## config.mk

```make
export PLATFORM = sky130hd
export DESIGN_NAME = target_weight_sync
export DESIGN_NICKNAME = d
export VERILOG_FILES = /design/src/rtl/target_weight_sync.sv
export SDC_FILE = /design/constraint.sdc
export NUM_CORES = 1
export LEC_CHECK = 0
export BUFFER_PORTS_ARGS = -buffer_cell sky130_fd_sc_hd__buf_2
export CORE_ASPECT_RATIO = 2
export CORE_MARGIN = 8
export CORE_UTILIZATION = 53
export CTS_CLUSTER_SIZE = 8
export DETAILED_ROUTE_END_ITERATION = 10
export HOLD_SLACK_MARGIN = 0.12
export PLACE_DENSITY_LB_ADDON = 0.15
export SLEW_MARGIN = 20
export SYNTH_ARGS = -nofsm -noshare
export SYNTH_HDL_FRONTEND = slang
export SYNTH_SLANG_ARGS = --single-unit
```

## constraint.sdc

```tcl
create_clock -name clk -period 3.6 [get_ports clk]
set_input_delay 0.54 -clock clk [delete_from_list [all_inputs] [get_ports clk]]
set_output_delay 0.54 -clock clk [all_outputs]
set_load 0.01 [all_outputs]
```

## src/rtl/target_weight_sync.sv

```systemverilog
// target_weight_sync: copies every main-network weight into target_net,
// one layer after another, streaming through the weight-load port.
module target_weight_sync #(
   parameter int DATA_WIDTH                    = 32,
   parameter int LAYER_WIDTH                   = 2,
   parameter int NUMBER_OF_INPUT_NODE          = 2,
   parameter int NUMBER_OF_HIDDEN_NODE_LAYER_1 = 32,
   parameter int NUMBER_OF_HIDDEN_NODE_LAYER_2 = 32,
   parameter int NUMBER_OF_OUTPUT_NODE         = 3,
   parameter int WEIGHT_COUNTER_WIDTH          = 11
) (
   input  logic                            clk,
   input  logic                            rst,
   input  logic                            i_start,
   input  logic                            i_pause,
   output logic                            o_busy,
   output logic                            o_done,
   output logic                            o_rd_en,
   output logic [LAYER_WIDTH-1:0]          o_rd_layer,
   output logic [WEIGHT_COUNTER_WIDTH-1:0] o_rd_addr,
   input  logic [DATA_WIDTH-1:0]           i_rd_data,
   output logic                            o_weight_valid,
   output logic [LAYER_WIDTH-1:0]          o_weight_layer,
   output logic [WEIGHT_COUNTER_WIDTH-1:0] o_weight_addr,
   output logic [DATA_WIDTH-1:0]           o_weight
);

   localparam int IN  = NUMBER_OF_INPUT_NODE;
   localparam int H1  = NUMBER_OF_HIDDEN_NODE_LAYER_1;
   localparam int H2  = NUMBER_OF_HIDDEN_NODE_LAYER_2;
   localparam int OUT = NUMBER_OF_OUTPUT_NODE;
   localparam int AW  = WEIGHT_COUNTER_WIDTH;
   localparam int LW  = LAYER_WIDTH;

   // Each layer holds node-major weights with one trailing bias per node.
   localparam logic [AW-1:0] L1_LAST = AW'(H1 * (IN + 1) - 1);
   localparam logic [AW-1:0] L2_LAST = AW'(H2 * (H1 + 1) - 1);
   localparam logic [AW-1:0] LO_LAST = AW'(OUT * (H2 + 1) - 1);

   localparam logic [LW-1:0] CODE_L1 = LW'(1);
   localparam logic [LW-1:0] CODE_L2 = LW'(2);
   localparam logic [LW-1:0] CODE_LO = LW'(3);

   typedef enum logic [2:0] {
      IDLE, RD_L1, RD_L2, RD_OUT, DRAIN, DONE
   } state_t;

   state_t          state;
   state_t          next_rd;
   logic [AW-1:0]   addr;
   logic [AW-1:0]   last_addr;
   logic [LW-1:0]   rd_layer;
   logic            in_rd;
   logic            rd_en;
   logic [DATA_WIDTH-1:0] held_weight;

   // Per-state layer code, last address and successor of the read phase.
   always_comb begin
      rd_layer  = '0;
      last_addr = '0;
      next_rd   = IDLE;
      in_rd     = 1'b0;
      unique case (state)
         RD_L1: begin
            rd_layer  = CODE_L1;
            last_addr = L1_LAST;
            next_rd   = RD_L2;
            in_rd     = 1'b1;
         end
         RD_L2: begin
            rd_layer  = CODE_L2;
            last_addr = L2_LAST;
            next_rd   = RD_OUT;
            in_rd     = 1'b1;
         end
         RD_OUT: begin
            rd_layer  = CODE_LO;
            last_addr = LO_LAST;
            next_rd   = DRAIN;
            in_rd     = 1'b1;
         end
         default: begin
            rd_layer  = '0;
            last_addr = '0;
            next_rd   = IDLE;
            in_rd     = 1'b0;
         end
      endcase
      rd_en = in_rd && !i_pause;
   end

   // Sequencer: walk every layer address, then drain and signal done.
   always_ff @(posedge clk) begin
      if (rst) begin
         state <= IDLE;
         addr  <= '0;
      end else begin
         unique case (state)
            IDLE: begin
               if (i_start) begin
                  state <= RD_L1;
                  addr  <= '0;
               end
            end
            RD_L1, RD_L2, RD_OUT: begin
               if (rd_en) begin
                  if (addr == last_addr) begin
                     addr  <= '0;
                     state <= next_rd;
                  end else begin
                     addr <= addr + 1'b1;
                  end
               end
            end
            DRAIN:   state <= DONE;
            DONE:    state <= IDLE;
            default: state <= IDLE;
         endcase
      end
   end

   // Align layer/addr tags with the RAM's one-cycle read latency.
   always_ff @(posedge clk) begin
      if (rst) begin
         o_weight_valid <= 1'b0;
         o_weight_layer <= '0;
         o_weight_addr  <= '0;
         held_weight    <= '0;
      end else begin
         o_weight_valid <= rd_en;
         if (rd_en) begin
            o_weight_layer <= rd_layer;
            o_weight_addr  <= addr;
         end
         if (o_weight_valid) begin
            held_weight <= i_rd_data;
         end
      end
   end

   // RAM data is forwarded on a valid beat and held otherwise.
   always_comb begin
      o_weight = o_weight_valid ? i_rd_data : held_weight;
   end

   assign o_busy     = (state != IDLE);
   assign o_done     = (state == DONE);
   assign o_rd_en    = rd_en;
   assign o_rd_layer = rd_layer;
   assign o_rd_addr  = addr;

endmodule

```

==> flow_metrics.py <==
metrics = {
    "global_route": {
        "grt_max_degree": 38,
        "grt-ovfl-total": 0,
        "grt_pass1_vias": 2333,
        "grt_usage_pct": 18.58,
        "antenna_found_initial": 0,
        "grt_pass1_wl_um": 11010,
    },
    "floorplan": {
        "initial_core_util_pct": 54.89,
        "rows": 36,
        "die_h_um": 116.4,
        "ios": 98,
        "core_um2": 4865,
        "dieArea_um2": 7703,
        "die_w_um": 66.19,
    },
    "yosys": {
        "synth_area_leaders": "dfxtp_1 (45%), mux2_2 (13%), nor2b_1 (7.7%)",
        "seq_area_frac_synth_pct": 44.99,
        "synthArstFlopShare_pct": 0,
        "ys_warn_count": 0,
        "synth_cell_type_count": 44,
        "postSynthAreaPerCell_um2": 9.468,
        "ys.flop_type": "dfxtp_1",
        "yosysTopAreaCell": "dfxtp_1",
        "synth_top_cell_area_share_pct": 44.99,
        "synth_area_um2": 2670,
        "synth_seq_cells": 60,
        "syn-num-nets": 319,
        "synthCells": 282,
        "synth-edff-count": 0,
    },
    "place": {
        "hpwl_um": 5208,
        "port_buffers": 97,
        "gp_congestion": 0.8580,
    },
    "routing": {
        "wl_um": 6949,
        "via_per_inst": 5.323,
        "dr.pass1.iters": 4,
        "drt_iter0_drc": 99,
        "vias": 2305,
        "wire_per_inst_um": 16.05,
        "drc": 0,
        "ant_nets": 0,
    },
    "layout": {
        "final_nets": 408,
        "drive_gt1_share_pct": 41.49,
        "diodes": 0,
        "area_growth_pct": 25.54,
        "fillCellCount": 443,
        "layout_common_cells": "buf_2 (97), dfxtp_1 (60), nand2_1 (34), nor2b_1 (33), mux2_2 (32)",
        "mostFrequentLayoutCell": "buf_2",
    },
    "worst_hold_path": {
        "min-delay-start": "o_weight_addr[9]",
        "hp-class": "register to register",
    },
    "timing": {
        "max_freq_mhz": 397.2,
        "relSlewSlack_pct": 56.20,
        "worst_slew_pin_slew_ns": 0.6557,
        "hold_viol": 0,
        "maxSlewViolCount": 0,
        "fin_crit_ns": 2.518,
        "finalSetupTns_ns": 0,
        "rsz0062_at_grt": "no",
        "fin_crit_sh_pct": 69.94,
        "setup-violations-final": 0,
        "clock_skew_ns": 0.003224,
    },
    "clocking": {
        "numCtsBuffers": 9,
        "cts_resized": 0,
        "clk_pin_slew_ns": 0.06,
        "clock_sinks": 60,
        "cts_hold_buf": 0,
        "htree_levels": 3,
        "cts_root_buf": "clkbuf_8",
        "cts_max_path_buffers": 2,
        "post_cts_buffers": 0,
        "insertion_delay_ns": 0.34,
        "cts_tree": "yes",
    },
    "power_and_ir_drop": {
        "switchingPower_mw": 0.5005,
        "power.internal_mw": 1.261,
        "power_mw": 1.762,
        "leakage_nw": 1.518,
        "p_comb_share_pct": 22.1,
        "switching_share_pct": 28.41,
        "power_frac_seq_pct": 41.0,
        "peakVddDrop_mv": 0.4460,
        "power_density_nw_per_um2": 525.5,
        "p_clk_share_pct": 36.9,
    },
    "critical_path": {
        "cp-start-kind": "register",
        "endpoint_kind": "primary output",
        "crit_required_ns": 3.06,
        "startpoint": "state[1]",
        "r2r_start": "state[2]",
        "path_max_fanout": 13,
        "arrival_ns": 1.98,
        "critical_path_class": "register to primary output",
    },
    "flow_run": {
        "cap_violations": 0,
    },
    "run_status": {
        "status": "finished clean",
    },
}
[power by group through the flow]
stage	registers (mW)	logic, mW	clock network (mW)
global route	0.727	0.429	0.697
detailed placement	0.737	0.389	0
global placement	0.735	0.385	0
finish	0.722	0.390	0.650
floorplan	0.723	0.292	0
CTS	0.722	0.391	0.666
[final timing paths]
path / slack (ns) / cells after the start / endpoint
min reg2reg: 0.45 / 2 / o_weight_addr[9]
min: 0.45 / 2 / o_weight_addr[9]
max reg2reg: 1.44 / 6 / o_rd_addr[10]
max: 1.08 / 4 / o_rd_en
[cells in the mapped netlist, drive strengths merged (2+ instances only)]
library cell  count
or2b              2
and3              3
a21oi            16
nor2              9
mux2             32
nor4              6
nor3              9
dfxtp            60
buf               7
nand4b            2
o311ai            2
nand2b            2
inv               5
or2               2
a211oi            9
or3               4
nand3             4
nand2            34
o21ai             4
clkbuf           13
nor2b            33
xnor2            10
[per-layer routing]
layer	part of all wire, %	vias up	global-route usage [%]
li1	-	1142	-
met1	37	1081	18.06
met5	0	-	0
met2	54	73	33.05
met3	7.5	9	5.860
met4	1.5	0	10.47
[critical path, stage by stage, from the launching register on]
cell and delay (ns):
dfxtp_1 0.49, nor2_1 0.12, or3_1 0.51, inv_1 0.32, buf_2 0.20
[cells by family (layout without fill, tap and decap cells)]
group                      after synthesis  count (layout)  synth area share [%]
AOI/OAI and AO/OA                       37              37                 9.138
buffers and inverters                   26             120                 4.874
and+or+nand+nor                        115             115                 23.38
DFF                                     60              60                 44.99
muxes                                   33              33                 13.87
xor gates and xnor gates                10              10                 3.280
adders and majority gates                1               1                0.4685
[stage by stage]
stage,cell area (um^2),hold slack [ns],utilization [%],setup WS (ns),cells
2_1_floorplan,2670,0.4805,-,1.569,282
3_3_place_gp,3131,0.4424,64.35,1.333,417
3_5_place_dp,3131,0.4460,64.35,1.307,417
4_1_cts,3352,0.4546,68.90,1.051,433
5_1_grt,3352,0.4902,68.90,0.9058,433
6_report,3352,0.4507,68.90,1.082,433
[final cells by class]
type | instances | area (um^2) | area share, %
timing repair buffer | 99 | 500.5 | 14.93
sequential | 60 | 1201 | 35.83
inverter | 5 | 18.77 | 0.5599
clock inverter | 3 | 42.54 | 1.269
clock buffer | 13 | 178.9 | 5.338
tap | 57 | 71.32 | 2.128
multi-input combinational | 196 | 1339 | 39.94
[sequential cells by signal, summed over array words and instances (netlist names)]
name / flops
held_weight: 32
state: 3
o_weight_addr: 11
o_weight_layer: 2
o_weight_valid: 1
o_rd_addr: 11
(Power assumes the default switching activity.)
